## config.mk

```make
export PLATFORM = sky130hd
export DESIGN_NAME = rom_boot_loader
export DESIGN_NICKNAME = d
export VERILOG_FILES = /design/src/rtl/rom_boot_loader.sv
export SDC_FILE = /design/constraint.sdc
export NUM_CORES = 1
export LEC_CHECK = 0
export ABC_AREA = 1
export ABC_CLOCK_PERIOD_IN_PS = 4100
export CORE_MARGIN = 1
export CORE_UTILIZATION = 65
export CTS_CLUSTER_SIZE = 10
export DETAILED_ROUTE_END_ITERATION = 16
export DONT_BUFFER_PORTS = 1
export HOLD_SLACK_MARGIN = 0.15
export PLACE_DENSITY = 0.86
export SYNTH_ARGS = -nofsm -noshare
export SYNTH_HDL_FRONTEND = slang
export SYNTH_SLANG_ARGS = --single-unit
```

## constraint.sdc

```tcl
create_clock -name clk -period 4.1 [get_ports clk]
set_input_delay 0.82 -clock clk [delete_from_list [all_inputs] [get_ports clk]]
set_output_delay 0.82 -clock clk [all_outputs]
set_load 0.02 [all_outputs]
```

## src/rtl/rom_boot_loader.sv

```systemverilog
// rtl/rom_boot_loader.sv - ROM-to-RAM boot copy sequencer with CPU reset hold
//
// Copies ROM addresses 0 .. BOOT_LEN-ADDR_STEP into RAM, one word per
// FETCH/WRITE pair, holding the CPU in reset until the last write lands.
//
// Ports:
//   clk, rst_n        clock, asynchronous active-low reset
//   start             begin/restart a copy (honoured in IDLE, DONE, ERROR)
//   rom_boot          ROM output enable, high for the whole copy
//   rom_addr          ROM read address (the copy counter)
//   rom_data          ROM data bus, captured during FETCH
//   ram_addr          RAM write address
//   ram_wdata         RAM write data
//   ram_wr_en         RAM write request, held until ram_ready
//   ram_ready         RAM accepts the write when high with ram_wr_en
//   busy              copy in progress (FETCH or WRITE)
//   done              copy finished successfully
//   error             copy aborted because a write timed out
//   cpu_hold          active-high CPU reset hold
`ifndef ADDR_SIZE
`define ADDR_SIZE 16
`endif
`ifndef WORD_SIZE
`define WORD_SIZE 16
`endif

module rom_boot_loader #(
  parameter int ADDR_SIZE = `ADDR_SIZE,
  parameter int WORD_SIZE = `WORD_SIZE,
  parameter int BOOT_LEN  = 22,
  parameter int ADDR_STEP = 2,
  parameter int TIMEOUT   = 16
) (
  input  logic                 clk,
  input  logic                 rst_n,
  input  logic                 start,
  output logic                 rom_boot,
  output logic [ADDR_SIZE-1:0] rom_addr,
  input  logic [WORD_SIZE-1:0] rom_data,
  output logic [ADDR_SIZE-1:0] ram_addr,
  output logic [WORD_SIZE-1:0] ram_wdata,
  output logic                 ram_wr_en,
  input  logic                 ram_ready,
  output logic                 busy,
  output logic                 done,
  output logic                 error,
  output logic                 cpu_hold
);

  typedef enum logic [2:0] {
    S_IDLE,
    S_FETCH,
    S_WRITE,
    S_DONE,
    S_ERROR
  } state_t;

  localparam int WAIT_W = $clog2(TIMEOUT + 1);
  localparam logic [ADDR_SIZE-1:0] LAST_ADDR  = ADDR_SIZE'(BOOT_LEN - ADDR_STEP);
  localparam logic [ADDR_SIZE-1:0] STEP       = ADDR_SIZE'(ADDR_STEP);
  // Error is decided on the TIMEOUT-th not-ready cycle itself, so compare
  // against the count of earlier not-ready cycles.
  localparam logic [WAIT_W-1:0]    WAIT_LIMIT = WAIT_W'(TIMEOUT - 1);

  state_t               state_q, state_d;
  logic [ADDR_SIZE-1:0] cnt_q, cnt_d;
  logic [WAIT_W-1:0]    wait_q, wait_d;
  logic [ADDR_SIZE-1:0] ram_addr_q;
  logic [WORD_SIZE-1:0] ram_wdata_q;

  always_ff @(posedge clk or negedge rst_n) begin
    if (!rst_n) begin
      state_q     <= S_IDLE;
      cnt_q       <= '0;
      wait_q      <= '0;
      ram_addr_q  <= '0;
      ram_wdata_q <= '0;
    end else begin
      state_q <= state_d;
      cnt_q   <= cnt_d;
      wait_q  <= wait_d;
      if (state_q == S_FETCH) begin
        ram_addr_q  <= cnt_q;
        ram_wdata_q <= rom_data;
      end
    end
  end

  always_comb begin
    state_d = state_q;
    cnt_d   = cnt_q;
    wait_d  = wait_q;
    case (state_q)
      S_IDLE, S_DONE, S_ERROR: begin
        if (start) begin
          state_d = S_FETCH;
          cnt_d   = '0;
        end
      end
      S_FETCH: begin
        state_d = S_WRITE;
        wait_d  = '0;
      end
      S_WRITE: begin
        // A write accepted on the last allowed cycle still completes.
        if (ram_ready) begin
          if (cnt_q == LAST_ADDR) begin
            state_d = S_DONE;
          end else begin
            cnt_d   = cnt_q + STEP;
            state_d = S_FETCH;
          end
        end else if (wait_q == WAIT_LIMIT) begin
          state_d = S_ERROR;
        end else begin
          wait_d = wait_q + 1'b1;
        end
      end
      default: state_d = S_IDLE;
    endcase
  end

  always_comb begin
    rom_boot  = 1'b0;
    ram_wr_en = 1'b0;
    busy      = 1'b0;
    done      = 1'b0;
    error     = 1'b0;
    cpu_hold  = 1'b1;
    case (state_q)
      S_FETCH: begin
        rom_boot = 1'b1;
        busy     = 1'b1;
      end
      S_WRITE: begin
        rom_boot  = 1'b1;
        ram_wr_en = 1'b1;
        busy      = 1'b1;
      end
      S_DONE: begin
        done     = 1'b1;
        cpu_hold = 1'b0;
      end
      S_ERROR: error = 1'b1;
      default: ;
    endcase
  end

  assign rom_addr  = cnt_q;
  assign ram_addr  = ram_addr_q;
  assign ram_wdata = ram_wdata_q;

endmodule

```

Yosys cells after proc, flatten, opt, wreduce, memory -nomap -nowiden
Cells that the tools add are included.
- output and inout port bits: 54
- bits of input ports: 20
- logic and storage cells: 44
- register bits: 56
- equal/unequal tests: 12
- muxes and demuxes: 17
- add/subtract/negate cells: 2
- reductions and logical operators: 8
- operators with widths (kind ; count):
    2-to-1 mux 16 bit ; 3
    case mux 16 bit (2 select lines) ; 1
    adder 16 x 2 -> 16 bit (second input constant) ; 1
    == test 16 x 5 -> 1 bit (second input constant) ; 1
    2-to-1 mux 5 bit ; 2
    != test 2 bit (second input constant) ; 5
    case mux 5 bit (2 select lines) ; 1
    2-to-1 mux 3 bit ; 3
    case mux 3 bit (3 select lines) ; 1
    == test 3 x 2 -> 1 bit (second input constant) ; 2
    adder 5 x 1 -> 5 bit (second input constant) ; 1
    == test 5 x 4 -> 1 bit (second input constant) ; 1
    2-to-1 mux 1 bit ; 5
    AND reduction 4 bit ; 1
    nonzero test 2 bit ; 2
    == test 3 x 1 -> 1 bit (second input constant) ; 1
    == test 3 bit (second input constant) ; 1
    zero test 3 bit ; 1
    != test 3 bit (second input constant) ; 1
    AND reduction 3 bit ; 1
    OR reduction 3 bit ; 1
    2-to-1 mux 2 bit ; 1
    AND reduction 2 bit ; 1
    OR reduction 2 bit ; 1

Longest topological paths before layout
- depth after elaboration: 4
- gate-level depth with buffers: 10
- mapped depth without buffers: 10

Least setup slack after synthesis
OpenSTA, ideal clock, no wires.
- path kind: reg-to-output
- start: reg state_q[2]
- end: out rom_boot
- path buffers: 3
- required time: 3.280 ns
- cell stages (with the launch flop): 7
- data arrival time: 1.332 ns
- path slack: 1.948 ns
- path through: dfrtp_1 inv_2 nand3_1 buf_2 buf_2 nand2_1 buf_4
- cells in the longest elaborated chain, start to end: 3
- elaborated cells on any way between the ends: 4
- classes of those cells: 2 x eq/ne; 1 x mux; 1 x reduce/logical
- RTL lines (what ; RTL line ; RTL):
    start: declaration ; 65 ; state_t state_q, state_d;
    start signal: assignment ; 79 ; state_q <= state_d;
    == test 3 x 1 -> 1 bit or == test 3 x 2 -> 1 bit (tied branches) ; n/a ;
    OR reduction 2 bit (no source line) (*) ; n/a ;
    2-to-1 mux 1 bit (*) ; n/a ;
    end: declaration ; 37 ; output logic rom_boot,
Every way passes the cells marked *; elsewhere a longest branch is shown, timed or not.

Worst setup path in the final report
- start: reg state_q[0]
- end: out rom_boot
The elaborated chain is that of the path after synthesis.

==> metrics.md <==
| Metric | Value |
|---|---|
| Via density | `between 5 and 6` |
| Clk sinks | `54` |
| Setup TNS | `0 ns` |
| Slew Viols, Final | `0` |
| Achievable frequency | `between 0.3 and 0.4 GHz` |
| Max layer used | `met4` |
| Post-Syn Instances | `347` |
| Worst path max stage delay | `0.44 ns` |
| Die X | `65.60 um` |
| Initial antenna violation count | `0` |
| Register area share after synthesis | `51.40%` |
| Initial DRC count | `179` |
| Worst path arrival time | `roughly 1.8 ns` |
| Met3 wire length | `~270 um` |
| Gpl congestion | `0.9309` |
| Count leader, synth | `nand2_1` |
| Max-Cap Viols | `0` |
| Total GRT Usage | `between 20 and 30%` |
| Cell variety after synth | `22` |
| Commonest register cell after synthesis | `dfrtp_1` |
| Post-synthesis compound-gate area fraction | `6.473%` |
| Root Driver | `clkbuf_8` |
| Core area | `3771 um^2` |
| Hold-fix buffers, CTS | `0` |
| Largest net degree at the start of global routing | `55` |
| Die Y | `65.60 um` |
| DR vias | `~2.2k` |
| Largest family of logic cells by synthesized area | `simple AND/OR/NAND/NOR gates` |
| Clock skew | `between 0.01 and 0.015 ns` |
| Global-route wire length before repair | `9.170 mm` |
| Worst hold margin | `~0.19 ns` |
| Synth Area in Simple Gates | `approximately a third` |
| Startpoint types | `register` |
| Synth cell count leaders | `nand2_1, dfrtp_1, nor2_1` |
| Total CTS buffers | `5` |
| Setup Fix Bufs, Post-CTS | `0` |
| Synth area leaders | `dfrtp_1, nand2_1, nand3_1` |
| Type of the most critical hold path | `in2async` |
| Critical Path Slowest Stage Cell | `dfrtp_1` |
| Met2 WL | `2.793 mm` |
| Die area | `4303 um^2` |
| CTS clk-pin slew, worst paths | `0.10 ns` |
| Nets | `367` |
| Relative slew margins | `53.63%` |
| Area share of fa/ha/maj cells after synthesis | `1.428%` |
| CP Capture Type | `output port` |
| Mux contribution to synthesized area | `0%` |
| Pleak | `0.001346 uW` |
| Largest vdd supply drop | `0.3332 mV` |
| PortBufs | `0` |
| Final hold violation count | `0` |
| WL/cell | `14.42 um` |
| Io pins | `74` |
| Vias in the first global route | `1930` |
| Initial Utilization | `69.71%` |
| Power, Total | `1717 uW` |
| Fin crit period | `2.618 ns` |
| Area added between synthesis and finish | `3.665%` |
| Post-synth EDFFs | `0` |
| Synth Area in XOR/XNOR | `1.333%` |
| Final critical-path share of the clock period | `a little under two thirds` |
| Synth async-reset ratio | `100.0%` |
| Crit path kind | `reg2out` |
| Final worst slack | `roughly 1.5 ns` |
| Crit path top cell by count | `nand2_1` |
| CP cell instances | `inv_2, nand2_1, nor2_4, buf_4, inv_1, nand2_1` |
| Pre-antenna DRT Iters | `4` |
| Yosys top cell by area | `dfrtp_1` |
| Total global routing overflow | `0` |
| Req. time, crit path | `3.28 ns` |
| Post-detail-place hpwl | `3.957 mm` |
| Ys Warns | `0` |
| Seq cells post-synth | `54` |
| PwrDens | `630.2 nW/um^2` |
| Post-CTS Resized | `0` |
| CTS H-tree depth | `2` |
| CP max FO | `18` |
| Site Rows | `22` |
| Status | `finished clean` |
| Worst-Margin Slew | `0.6902 ns` |
| Final setup fails | `0` |
| Wire length on met1 | `around 2.5 mm` |
| DRT antenna net count | `0` |
| # diodes | `0` |
| Fraction of layout cells with a size suffix above 1 | `5.217%` |
| Clk_lat worst skew | `0.31 ns` |
| Post-Syn Area | `2629 um^2` |
| Unrepaired setup endpoints after global routing | `no` |
| Synth top area share | `51.40%` |
| DRC viols | `0` |
| Total routed wirelength | `5.668 mm` |
| Worst slack, placed | `1.826 ns` |
| Syn Area/Cell | `7.576 um^2` |
| Clk buf depth | `2` |
| Final core occ | `72.26%` |
| CTS tree | `yes` |
-- power by group --
group	leakage, uW	switching, uW	total [uW]	internal [uW]
Combinational	0.000577	429	564	135
Clock	0.0000472	171	307	136
Sequential	0.000721	201	847	646
-- metal layers --
| layer | up-vias | GRT usage [%] |
|---|---|---|
| met5 | - | 0 |
| met4 | 0 | 11.14 |
| met3 | 11 | 6.944 |
| met2 | 64 | 43.81 |
| met1 | 1059 | 39.46 |
| li1 | 1078 | - |
-- registers in the layout, summed over array words and instances, names as in the netlist --
name	flops
ram_addr	15
ram_wdata	16
rom_addr	15
state_q	3
wait_q	5
-- layout by cell type (no fill, tap or decap), drive strengths merged --
cell type,n
nand2,145
dfrtp,54
nor2,34
o21ai,30
inv,27
nand3,24
clkbuf,6
nand4,5
a21oi,4
xor2,4
ha,3
nor3,2
conb,2
buf,2
or2,1
clkinvlp,1
clkinv,1
-- final cells by class --
class | count | area [um^2]
sequential | 54 | 1351
inverter | 27 | 101.3
clock inverter | 2 | 12.51
clock buffer | 6 | 82.58
multi-input combinational | 254 | 1102
fill | 322 | 1046
tap | 48 | 60.06
timing repair buffer | 2 | 15.01
-- stage by stage --
stage | area (um^2) | instances
floorplan | 2633 | 348
global placement | 2630 | 385
detailed placement | 2630 | 385
CTS | 2725 | 393
global route | 2725 | 393
finish | 2725 | 393
-- path summary, 6_finish.rpt --
check                      startpoint           end  slack [ns]  cells past startpoint
min reg2reg                 wait_q[3]     wait_q[3]        0.55                      2
max reg2reg                state_q[0]   rom_addr[9]        2.13                      9
min in group clk            wait_q[3]     wait_q[3]        0.55                      2
max in group asynchronous       rst_n  rom_addr[10]        3.81                      0
max                        state_q[0]      rom_boot        1.48                      6
min                             rst_n     wait_q[2]        0.19                      0
-- worst max-delay path: cells and delay by family (launching register included) --
kind | cells | cell delay (ns)
AND/OR/NAND/NOR | 3 | 0.54
buffers and inverters | 3 | 0.52
flip-flops | 1 | 0.44
-- cell families after synthesis --
logic type	Yosys count
AND/OR/NAND/NOR	211
flip-flops	54
buffers and inverters	40
AO/OA/AOI/OAI	34
XOR/XNOR	4
adder cells (fa/ha/maj)	3
other	1
No activity file was read; power rests on OpenSTA's default activity.
